File: config.mk
export PLATFORM = sky130hd
export DESIGN_NAME = sync_fifo_flat
export DESIGN_NICKNAME = d
export VERILOG_FILES = /design/src/rtl/sync_fifo_if.sv /design/src/rtl/sync_fifo.sv /design/src/flat_wrapper.sv
export SDC_FILE = /design/constraint.sdc
export NUM_CORES = 1
export LEC_CHECK = 0
export ABC_AREA = 1
export BUFFER_PORTS_ARGS = -buffer_cell sky130_fd_sc_hd__buf_2
export CORE_ASPECT_RATIO = 1.5
export CORE_MARGIN = 5
export CORE_UTILIZATION = 30
export CTS_CLUSTER_DIAMETER = 30
export DETAILED_ROUTE_END_ITERATION = 10
export SLEW_MARGIN = 20
export SYNTH_ARGS = -nofsm -noshare
export SYNTH_HDL_FRONTEND = slang
export SYNTH_SLANG_ARGS = --single-unit
export TNS_END_PERCENT = 5
File: constraint.sdc
create_clock -name clk -period 1.8 [get_ports clk]
set_input_delay 0.18 -clock clk [delete_from_list [all_inputs] [get_ports clk]]
set_output_delay 0.18 -clock clk [all_outputs]
set_load 0.01 [all_outputs]
File: src/rtl/sync_fifo_if.sv
// rtl/sync_fifo_if.sv - producer/consumer handshake and status bundle for sync_fifo
interface sync_fifo_if #(
    parameter int DATA_W = 8,
    parameter int ADDR_W = 3
);
    logic              wr_en;
    logic [DATA_W-1:0] wr_data;
    logic              rd_en;
    logic [DATA_W-1:0] rd_data;
    logic              full;
    logic              empty;
    logic [ADDR_W:0]   wr_ptr;
    logic [ADDR_W:0]   rd_ptr;

    modport master (
        output wr_en, wr_data, rd_en,
        input  rd_data, full, empty, wr_ptr, rd_ptr
    );

    modport slave (
        input  wr_en, wr_data, rd_en,
        output rd_data, full, empty, wr_ptr, rd_ptr
    );
endinterface

File: src/rtl/sync_fifo.sv
// rtl/sync_fifo.sv - single-clock FIFO with wrap-bit pointers and registered read data
module sync_fifo #(
    parameter int DATA_W = 8,
    parameter int ADDR_W = 3
) (
    input  logic        clk,
    input  logic        rst_n,
    sync_fifo_if.slave  bus
);
    localparam int DEPTH = 1 << ADDR_W;

    logic [DATA_W-1:0] mem [DEPTH];
    logic [ADDR_W:0]   wr_ptr_q;
    logic [ADDR_W:0]   rd_ptr_q;
    logic [DATA_W-1:0] rd_data_q;
    logic              full;
    logic              empty;
    logic              wr_accept;
    logic              rd_accept;

    // rst_n is active-high despite its name
    assign empty     = (wr_ptr_q == rd_ptr_q);
    assign full      = (wr_ptr_q[ADDR_W] != rd_ptr_q[ADDR_W]) &&
                       (wr_ptr_q[ADDR_W-1:0] == rd_ptr_q[ADDR_W-1:0]);
    assign wr_accept = bus.wr_en && !full;
    assign rd_accept = bus.rd_en && !empty;

    always_ff @(posedge clk or posedge rst_n) begin
        if (rst_n) begin
            wr_ptr_q  <= '0;
            rd_ptr_q  <= '0;
            rd_data_q <= '0;
        end else begin
            if (wr_accept) begin
                wr_ptr_q <= wr_ptr_q + 1'b1;
            end
            if (rd_accept) begin
                rd_ptr_q  <= rd_ptr_q + 1'b1;
                rd_data_q <= mem[rd_ptr_q[ADDR_W-1:0]];
            end
        end
    end

    // storage is deliberately left uncleared by reset
    always_ff @(posedge clk) begin
        if (wr_accept && !rst_n) begin
            mem[wr_ptr_q[ADDR_W-1:0]] <= bus.wr_data;
        end
    end

    assign bus.rd_data = rd_data_q;
    assign bus.full    = full;
    assign bus.empty   = empty;
    assign bus.wr_ptr  = wr_ptr_q;
    assign bus.rd_ptr  = rd_ptr_q;
endmodule

File: src/flat_wrapper.sv
// flat-port wrapper written by rule: the top's interface ports become plain ports
module sync_fifo_flat 
#(
    parameter int DATA_W = 8,
    parameter int ADDR_W = 3
)
  (clk, rst_n, bus_wr_en, bus_wr_data, bus_rd_en, bus_rd_data, bus_full, bus_empty, bus_wr_ptr, bus_rd_ptr);
  sync_fifo_if #(.DATA_W(DATA_W), .ADDR_W(ADDR_W)) bus_i ();
  input  logic clk;
  input  logic rst_n;
  input wire logic [$bits(bus_i.wr_en)-1:0] bus_wr_en;
  input wire logic [$bits(bus_i.wr_data)-1:0] bus_wr_data;
  input wire logic [$bits(bus_i.rd_en)-1:0] bus_rd_en;
  output wire logic [$bits(bus_i.rd_data)-1:0] bus_rd_data;
  output wire logic [$bits(bus_i.full)-1:0] bus_full;
  output wire logic [$bits(bus_i.empty)-1:0] bus_empty;
  output wire logic [$bits(bus_i.wr_ptr)-1:0] bus_wr_ptr;
  output wire logic [$bits(bus_i.rd_ptr)-1:0] bus_rd_ptr;
  assign bus_i.wr_en = bus_wr_en;
  assign bus_i.wr_data = bus_wr_data;
  assign bus_i.rd_en = bus_rd_en;
  assign bus_rd_data = bus_i.rd_data;
  assign bus_full = bus_i.full;
  assign bus_empty = bus_i.empty;
  assign bus_wr_ptr = bus_i.wr_ptr;
  assign bus_rd_ptr = bus_i.rd_ptr;
  sync_fifo #(.DATA_W(DATA_W), .ADDR_W(ADDR_W)) u_core (.clk(clk), .rst_n(rst_n), .bus(bus_i));
endmodule
==> results of run 1 <==
## flip-flops by register name (all words and copies together) (netlist names)
name,count
u_core.mem,64
u_core.bus.rd_ptr,4
u_core.bus.rd_data,8
u_core.bus.wr_ptr,4
## critical path, delay by kind of cell (launching register included)
kind,cells,cell delay (ns)
and+or+nand+nor,3,0.31
buffers and inverters,4,0.46
DFF,1,0.45
## metal layers
layer	vias up	global-route usage (%)
met1	1247	14.64
met3	17	2.686
met2	86	21.31
met5	-	0
met4	0	5.732
li1	1322	-
## power by group
group	switching (mW)	total, mW	internal, mW
logic	1.66	2.53	0.874
registers	0.169	2.45	2.29
clock network	0.718	1.94	1.22
## synth_stat cells
master,instances
buf_2,8
buf_4,2
buf_6,2
clkbuf_1,1
dfrtp_1,16
edfxtp_1,64
ha_1,2
inv_1,72
inv_2,3
inv_4,1
nand2_1,160
nand2_2,3
nand2_4,1
nand3_1,47
nand4_2,1
nor2_1,8
nor2_2,3
xnor2_1,1
xor2_1,4
## cells by family after synthesis
group / after synthesis / synth area share [%]
xor gates and xnor gates: 5 / 1.188
adders and majority gates: 2 / 0.6785
buffers and inverters: 89 / 10.01
DFF: 80 / 62.98
and+or+nand+nor: 223 / 25.14
## worst min-delay path by stage
stage                     startpoint                                end  slack (ns)
after floorplan                rst_n  u_core.bus.rd_data[0]$_DFFE_PP0P_        0.13
after global placement         rst_n   u_core.bus.wr_ptr[1]$_DFFE_PP0P_        0.11
after detailed placement       rst_n   u_core.bus.wr_ptr[1]$_DFFE_PP0P_        0.10
after CTS                  bus_wr_en   u_core.bus.wr_ptr[3]$_DFFE_PP0P_        0.13
after global routing       bus_rd_en   u_core.bus.rd_ptr[3]$_DFFE_PP0P_        0.15
final                      bus_rd_en   u_core.bus.rd_ptr[3]$_DFFE_PP0P_        0.14
## metrics by stage
step | TNS (ns) | hold WS, ns | utilization, % | instance area, um^2
detailed placement | 0 | 0.1017 | 34.00 | 4085
floorplan | 0 | 0.1272 | - | 3687
global route | -0.3544 | 0.1484 | 36.79 | 4420
global placement | 0 | 0.1129 | 34.00 | 4085
finish | 0 | 0.1419 | 36.79 | 4420
CTS | 0 | 0.1308 | 36.75 | 4415
## area by class of cell
class	count	area share (%)
sequential	80	52.53
multi-input combinational	230	22.64
timing repair buffer	49	6.736
inverter	76	6.510
clock buffer	10	5.180
tap	153	4.331
clock inverter	6	2.066
## repair_timing
| item | CTS | global route |
|---|---|---|
| hold endpoints to repair | 2 | 0 |
| gates resized for setup | 0 | 3 |
| hold buffers | 1 | 0 |
| endpoints found under the setup margin | 0 | 33 |
==> metrics.csv, run 1 <==
metric,value,unit
Worst-Margin Slew,0.3423,ns
std cell rows,49,
root buf cell,clkbuf_16,
syn_nets,413,
Storage cell area,2322,um^2
vias in the first global route,2677,
port bufs,29,
number of remaining DRC errors,0,
core area,12020,um^2
top cell type's share of synthesized area,52.12,%
"commonest cells after routing, fill and taps aside","nand2_1, inv_1, edfxtp_1, nand3_1, buf_2",
WP data required,1.62,ns
initial antenna violation count,0,
H-tree depth,3,
Setup-failing EPs final,0,
post-CTS setup buffers,0,
Critical Path Sink Type,output pin,
drt total wl,8.671,mm
met1 wire length,3.563,mm
PD cells,1567,nW/um^2
Max Used Layer,met4,
status,"complete, no violations",
die area,14650,um^2
RSZ-0062 raised after global routing,true,
Placement Setup Slack,0.09586,ns
period utilization,96.89,%
Synth cell types,19,
GRT overflow,0,
post-route ant nets,0,
IO Pins,30,
Worst setup SP type,flop,
Avg Synthesized Cell Area,9.241,um^2
Yosys top cell by area,edfxtp_1,
Slew Limit Fails,0,
dpl cells,587,
gr usage total,12.45,%
Initial Util,30.69,%
Multi-input gate area,1001,um^2
crit path capture,bus_full,
pin count of the biggest net entering global routing,34,
crit-path max FO,7,
"leading cell type in the layout, fill and taps excluded",nand2_1,
maximum root-to-sink buffer count,2,
FF-to-FF Start,u_core.bus.wr_ptr[0]$_DFFE_PP0P_,
final layout net count,460,
number of cells on the worst reg-to-reg path,7,
minimum clock period,1.744,ns
Hold Path Class,in -> reg,
Area contributors post-synth,"edfxtp_1, nand2_1, dfrtp_1",
CTS tree,done,
Final Total Pwr,6.928,mW
Synth Warn #,0,
Final Wtd Congestion,0.8613,
clock sinks,80,
max incr delay on CP,0.45,ns
Final Hold Vio Count,0,
Lkg Pwr,2.163,nW
Max Clk Rate,573.4,MHz
filler cell count,1215,
relative slew slack,77.18,%
wire length per cell,14.36,um
Worst Hold Path Cells,3,
worst-skew pair later-pin latency,0.34,ns
via count,2672,
Clock Skew,0.007663,ns
synth-to-layout area growth,19.88,%
Mapped Area,3687,um^2
post-DR vias/cell,4.424,
WS Path Type,reg -> out,
share of cells above drive strength 1,17.29,%
"flops & latches, synth",80,
maximum vdd drop,427.1,uV
cells after synthesis,399,
crit path from,u_core.bus.wr_ptr[0]$_DFFE_PP0P_,
slack of the critical path,0.05603,ns
slowest cell on the critical path,dfrtp_1,
met2 wire len,4.463,mm
CP arrival,1.56,ns
post-DP HPWL,6.470,mm
TritonCTS Buffers,9,
Met3 Routed Length,385,um
die width,100.5,um
drt initial violations,215,
"Seq/Total Area, Yosys",62.98,%
final non-filler cell total,604,
max cap viols,0,
DRT Pass-1 Iters,5,
"Reg clk slew, reported paths",0.06,ns
antenna cells,0,
RR Endpoint,u_core.mem[7][0]$_DFFE_PP_,
FF-to-FF setup slack,0.07,ns
Die Ht,145.8,um
crit-path cells,inv_1 -> nand2_1 -> nand2_1 -> nand4_2 -> buf_4 -> inv_1 -> buf_2,
first-pass GRT wire length,13.97,mm
Power figures use the tool's default switching activity.
==> run 2, diff against run 1 <==
--- a/config.mk
+++ b/config.mk
@@ -6,12 +6,15 @@
 export NUM_CORES = 1
 export LEC_CHECK = 0
 export ABC_AREA = 1
+export ABC_CLOCK_PERIOD_IN_PS = 1800
 export BUFFER_PORTS_ARGS = -buffer_cell sky130_fd_sc_hd__buf_2
 export CORE_ASPECT_RATIO = 1.5
 export CORE_MARGIN = 5
 export CORE_UTILIZATION = 30
 export CTS_CLUSTER_DIAMETER = 30
 export DETAILED_ROUTE_END_ITERATION = 10
+export PLACE_DENSITY = 0.51
+export SETUP_SLACK_MARGIN = 0.5
 export SLEW_MARGIN = 20
 export SYNTH_ARGS = -nofsm -noshare
 export SYNTH_HDL_FRONTEND = slang
==> run 2 against run 1 <==
  * Sequential cell count stayed put
  * Sequential power up 2%
  * Largest cell class unchanged
  * Non-clock buffer count increased by 8
  * Register-to-register slack improved by 0.12 ns
  * Via count did not move
==> metrics.csv, run 2 (synthesized netlist as in run 1, its figures left out) <==
metric,value,unit,change
"Reg clk slew, reported paths",0.06,ns,about the same
RSZ-0062 raised after global routing,true,,unchanged
WS Path Type,reg -> out,,unchanged
number of remaining DRC errors,0,,unchanged
minimum clock period,1.614,ns,was 1.744 ns
CTS tree,done,,unchanged
Combinational Power Share,40.1,%,was 36.5%
number of flip-flops in the largest register,64,,unchanged
share of cells above drive strength 1,23.97,%,was 17.29%
"leading cell type in the layout, fill and taps excluded",nand2_1,,unchanged
slowest cell on the critical path,dfrtp_1,,unchanged
Worst setup SP type,flop,,unchanged
dpl cells,579,,was 587
PD cells,1593,nW/um^2,was 1567 nW/um^2
post-layout util,38.54,%,was 36.79%
share of power burned in registers,33.9,%,was 35.4%
die area,14650,um^2,unchanged
status,"complete, no violations",,unchanged
initial antenna violation count,0,,unchanged
max cap viols,0,,unchanged
Switching Fraction,37.15,%,was 36.74%
"delay-heaviest family, CP",flip-flops,,was buffers and inverters
via count,2672,,unchanged
std cell rows,49,,unchanged
crit-path cells,inv_2 -> nand2_2 -> nand2_2 -> nand4_4 -> buf_6 -> inv_2 -> buf_2,,was inv_1 -> nand2_1 -> nand2_1 -> nand4_2 -> buf_4 -> inv_1 -> buf_2
CP arrival,1.43,ns,was 1.56 ns
Storage cell area,2330,um^2,was 2322 um^2
Critical Path Sink Type,output pin,,unchanged
core area,12020,um^2,unchanged
Initial Util,30.69,%,unchanged
Max Clk Rate,619.8,MHz,was 573.4 MHz
synth-to-layout area growth,25.59,%,was 19.88%
"commonest cells after routing, fill and taps aside","nand2_1, inv_1, edfxtp_1, nand3_1, buf_2",,unchanged
GRT overflow,0,,unchanged
Die Ht,145.8,um,unchanged
crit path from,u_core.bus.rd_ptr[3]$_DFFE_PP0P_,,was u_core.bus.wr_ptr[0]$_DFFE_PP0P_
crit-path max FO,4,,was 7
maximum vdd drop,594.1,uV,was 427.1 uV
drt initial violations,141,,was 215
final non-filler cell total,612,,was 604
relative slew slack,76.72,%,was 77.18%
root buf cell,clkbuf_16,,unchanged
drt total wl,8.767,mm,was 8.671 mm
max incr delay on CP,0.43,ns,was 0.45 ns
Final Hold Vio Count,0,,unchanged
Switch Pwr,2.741,mW,was 2.545 mW
filler cell count,1210,,was 1215
TritonCTS Buffers,9,,unchanged
Setup-failing EPs final,0,,unchanged
pin count of the biggest net entering global routing,34,,unchanged
Clock Skew,0.006823,ns,was 0.007663 ns
final layout net count,468,,was 460
FF-to-FF setup slack,0.19,ns,was 0.07 ns
FF-to-FF Start,u_core.bus.rd_ptr[3]$_DFFE_PP0P_,,was u_core.bus.wr_ptr[0]$_DFFE_PP0P_
Worst-Margin Slew,0.3493,ns,was 0.3423 ns
clock sinks,80,,unchanged
post-route ant nets,0,,unchanged
die width,100.5,um,unchanged
Final Wtd Congestion,0.8360,,was 0.8613
post-DP HPWL,6.444,mm,was 6.470 mm
antenna cells,0,,unchanged
vias in the first global route,2675,,was 2677
wire length per cell,14.33,um,was 14.36 um
Final Total Pwr,7.378,mW,was 6.928 mW
IO Pins,30,,unchanged
port bufs,29,,unchanged
gr usage total,12.60,%,was 12.45%
worst-skew pair later-pin latency,0.33,ns,was 0.34 ns
first-pass GRT wire length,14.01,mm,was 13.97 mm
setup TNS,0,ns,unchanged
Lkg Pwr,2.196,nW,was 2.163 nW
DRT Pass-1 Iters,4,,was 5
worst path bufs/invs,4,,unchanged
period utilization,89.64,%,was 96.89%
H-tree depth,3,,unchanged
Hold Path Class,in -> async,,was in -> reg
Cell Int Power,4.637,mW,was 4.383 mW
maximum root-to-sink buffer count,2,,unchanged
Multi-input gate area,1131,um^2,was 1001 um^2
Clock power frac,26.0,%,was 28.0%
post-DR vias/cell,4.366,,was 4.424
WP data required,1.62,ns,about the same
Slew Limit Fails,0,,unchanged
run 2: cell types whose count changed in the layout (fill, tap and decap cells not counted), sizes merged:
cell / delta
buf: +8
clkinv: +1
clkinvlp: +1
inv: -2
run 2: worst register-to-register path: cells and delay by family (launching register included):
family / cells / cell delay, ns
AND/OR/NAND/NOR: 5 / 0.68
flip-flops: 1 / 0.43
buffers and inverters: 2 / 0.19
run 2: metal layers:
| layer | vias to the layer above | share of wire (%) | track usage (%) | routed length, um |
|---|---|---|---|---|
| li1 | 1344 | - | - | - |
| met1 | 1258 | 41 | 14.49 | 3607 |
| met2 | 53 | 52 | 22.08 | 4597 |
| met3 | 17 | 3.7 | 2.158 | 328 |
| met4 | 0 | 2.7 | 6.271 | 233 |
| met5 | - | 0 | 0 | 0 |
run 2: area by class of cell:
type | instances | share of cell area [%]
Sequential cell | 80 | 50.31
Clock inverter | 6 | 1.810
Multi-Input combinational cell | 230 | 24.43
Tap cell | 153 | 4.134
Clock buffer | 10 | 4.945
Timing Repair Buffer | 57 | 8.160
Inverter | 76 | 6.215
run 2: worst paths after layout:
path / end / cells after the start
worst min-delay path: u_core.bus.wr_ptr[3]$_DFFE_PP0P_ / 3
max in group asynchronous: u_core.bus.wr_ptr[1]$_DFFE_PP0P_ / 3
worst min register to register: u_core.bus.rd_data[0]$_DFFE_PP0P_ / 2
min in group clk: u_core.bus.rd_ptr[2]$_DFFE_PP0P_ / 3
worst max register to register: u_core.mem[2][0]$_DFFE_PP_ / 7
worst max-delay path: bus_full / 7
run 2: power groups by stage:
stage / sequential [mW] / clock, mW / combinational, mW
after global routing: 2.53 / 2.04 / 3.31
final: 2.50 / 1.92 / 2.96
after floorplan: 2.57 / 0 / 1.81
after global placement: 2.52 / 0 / 2.65
after detailed placement: 2.53 / 0 / 2.65
after CTS: 2.50 / 1.96 / 2.89
run 2: repair_timing:
item,in CTS,in global routing
pin swaps,10,5
resized for setup,11,7
hold buffers,1,0
setup buffers,11,5
gates cloned,0,0
endpoints found under the setup margin,84,86
endpoints found under the hold margin,2,0
run 2: stage by stage:
stage / setup WS [ns] / area, um^2 / hold WS [ns]
final: 0.1865 / 4631 / 0.02067
after global routing: 0.1020 / 4631 / 0.04706
after CTS: 0.1700 / 4574 / 0.03279
after detailed placement: 0.1668 / 4134 / 0.1245
after global placement: 0.2165 / 4134 / 0.1204
after floorplan: 0.2371 / 3800 / 0.1271
==> run 3, diff against run 2 <==
--- a/config.mk
+++ b/config.mk
@@ -14,6 +14,7 @@
 export CTS_CLUSTER_DIAMETER = 30
 export DETAILED_ROUTE_END_ITERATION = 10
 export PLACE_DENSITY = 0.51
+export REMOVE_ABC_BUFFERS = 1
 export SETUP_SLACK_MARGIN = 0.5
 export SLEW_MARGIN = 20
 export SYNTH_ARGS = -nofsm -noshare
==> run 3 against run 2 <==
  * Clock power decreased by 7%
  * Via count increased by 0.75%
  * Sequential cell count unchanged
  * Final area decreased by 1.0%
  * Wire length decreased by 1.1%
  * Hold slack got worse by 0.0030 ns
  * Sequential share of layout area increased by 0.39 points
  * Sequential power decreased by 2%
  * Critical path type unchanged
  * Fmax increased by 1.9%
  * Global-route usage about the same
  * Combinational power decreased by 5%
==> metrics.csv, run 3 (synthesized netlist as in run 1, its figures left out) <==
metric,value,unit,change
status,"complete, no violations",,unchanged
wire length per cell,14.05,um,was 14.33 um
DRT Pass-1 Iters,4,,unchanged
Clock Skew,0.009289,ns,was 0.006823 ns
Placement Setup Slack,0.07703,ns,was 0.1668 ns
clock sinks,80,,unchanged
setup TNS,0,ns,unchanged
worst-skew pair later-pin latency,0.34,ns,was 0.33 ns
H-tree depth,3,,unchanged
"commonest cells after routing, fill and taps aside","nand2_1, inv_1, edfxtp_1, nand3_1, buf_2",,unchanged
crit path capture,bus_full,,unchanged
Final Total Pwr,7.047,mW,was 7.378 mW
Lkg Pwr,2.218,nW,was 2.196 nW
CTS tree,done,,unchanged
RR Endpoint,u_core.mem[0][1]$_DFFE_PP_,,was u_core.mem[2][0]$_DFFE_PP_
drt total wl,8.668,mm,was 8.767 mm
post-DP HPWL,6.353,mm,was 6.444 mm
dpl cells,591,,was 579
pin count of the biggest net entering global routing,34,,unchanged
final non-filler cell total,617,,was 612
relative slew slack,72.78,%,was 76.72%
vias in the first global route,2695,,was 2675
Storage cell area,2323,um^2,was 2330 um^2
filler cell count,1220,,was 1210
DP Area,4115,um^2,was 4134 um^2
"leading cell type in the layout, fill and taps excluded",nand2_1,,unchanged
gr usage total,12.59,%,was 12.60%
Die Ht,145.8,um,unchanged
post-route ant nets,0,,unchanged
WP data required,1.62,ns,about the same
drt initial violations,84,,was 141
PD cells,1538,nW/um^2,was 1593 nW/um^2
initial antenna violation count,0,,unchanged
Worst setup SP type,flop,,unchanged
antenna cells,0,,unchanged
maximum vdd drop,516.8,uV,was 594.1 uV
Final Hold Vio Count,0,,unchanged
Multi-input gate area,1060,um^2,was 1131 um^2
die area,14650,um^2,unchanged
FF-to-FF Start,u_core.bus.rd_ptr[3]$_DFFE_PP0P_,,unchanged
via count,2692,,was 2672
root buf cell,clkbuf_16,,unchanged
"Reg clk slew, reported paths",0.06,ns,about the same
maximum root-to-sink buffer count,2,,unchanged
Critical Path Sink Type,output pin,,unchanged
synth-to-layout area growth,24.30,%,was 25.59%
final hold slack,0.01771,ns,was 0.02067 ns
first-pass GRT wire length,13.74,mm,was 14.01 mm
RSZ-0062 raised after global routing,true,,unchanged
WS Path Type,reg -> out,,unchanged
post-DR vias/cell,4.363,,was 4.366
Final Cell Area,4583,um^2,was 4631 um^2
Hold Path Class,in -> async,,unchanged
slack of the critical path,0.2172,ns,was 0.1865 ns
IO Pins,30,,unchanged
final layout net count,473,,was 468
crit path from,u_core.bus.wr_ptr[2]$_DFFE_PP0P_,,was u_core.bus.rd_ptr[3]$_DFFE_PP0P_
share of cells above drive strength 1,22.20,%,was 23.97%
GRT overflow,0,,unchanged
std cell rows,49,,unchanged
Max Clk Rate,631.8,MHz,was 619.8 MHz
Final Wtd Congestion,0.7771,,was 0.8360
die width,100.5,um,unchanged
Slew Limit Fails,0,,unchanged
number of flip-flops in the largest register,64,,unchanged
number of cells on the worst reg-to-reg path,8,,was 7
post-layout util,38.14,%,was 38.54%
FF-to-FF setup slack,0.22,ns,was 0.19 ns
Worst-Margin Slew,0.4078,ns,was 0.3493 ns
number of remaining DRC errors,0,,unchanged
port bufs,29,,unchanged
crit-path max FO,3,,was 4
max cap viols,0,,unchanged
Initial Util,30.69,%,unchanged
CP arrival,1.40,ns,was 1.43 ns
period utilization,87.93,%,was 89.64%
minimum clock period,1.583,ns,was 1.614 ns
core area,12020,um^2,unchanged
Setup-failing EPs final,0,,unchanged
TritonCTS Buffers,9,,unchanged
-- run 3: final cells by class --
class / count / share of cell area [%]
Clock inverter: 6 / 1.474
Timing Repair Buffer: 62 / 9.255
Multi-Input combinational cell: 230 / 23.12
Clock buffer: 10 / 4.996
Tap cell: 153 / 4.177
Sequential cell: 80 / 50.70
Inverter: 76 / 6.279
-- run 3: worst max-delay path, stage by stage (launching register included) --
cell	delay, ns
dfrtp_1	0.41
xnor2_2	0.25
nand4_4	0.14
buf_6	0.15
inv_2	0.04
buf_6	0.09
-- run 3: worst min path at each step --
stage | from | endpoint | slack (ns) | cells after the start
2_1_floorplan | rst_n | u_core.bus.rd_data[0]$_DFFE_PP0P_ | 0.13 | 1
3_3_place_gp | rst_n | u_core.bus.rd_ptr[0]$_DFFE_PP0P_ | 0.15 | 2
3_5_place_dp | rst_n | u_core.bus.rd_ptr[0]$_DFFE_PP0P_ | 0.16 | 2
4_1_cts | rst_n | u_core.bus.rd_data[2]$_DFFE_PP0P_ | 0.02 | 3
5_1_grt | rst_n | u_core.bus.rd_data[5]$_DFFE_PP0P_ | 0.05 | 3
6_report | rst_n | u_core.bus.rd_ptr[1]$_DFFE_PP0P_ | 0.02 | 3
-- run 3: power breakdown --
part           internal [mW]  leakage, nW  switching [mW]  total [mW]
Combinational           1.03         1.30            1.78        2.81
Sequential              2.29        0.775           0.164        2.45
Clock                   1.08        0.141           0.708        1.79
Total                   4.40         2.22            2.65        7.05
-- run 3: per-layer routing --
| metal | vias up | share of wire, % | global-route usage [%] |
|---|---|---|---|
| li1 | 1359 | - | - |
| met1 | 1257 | 39 | 13.08 |
| met2 | 53 | 55 | 22.51 |
| met3 | 23 | 2.9 | 2.350 |
| met4 | 0 | 3.9 | 8.159 |
| met5 | - | 0 | 0 |
-- run 3: repair_timing --
action,in CTS,in global routing
hold endpoints to repair,4,0
buffers inserted,9,0
setup endpoints to repair,85,86
resized for setup,19,8
hold buffers,1,0
pin swaps,5,0
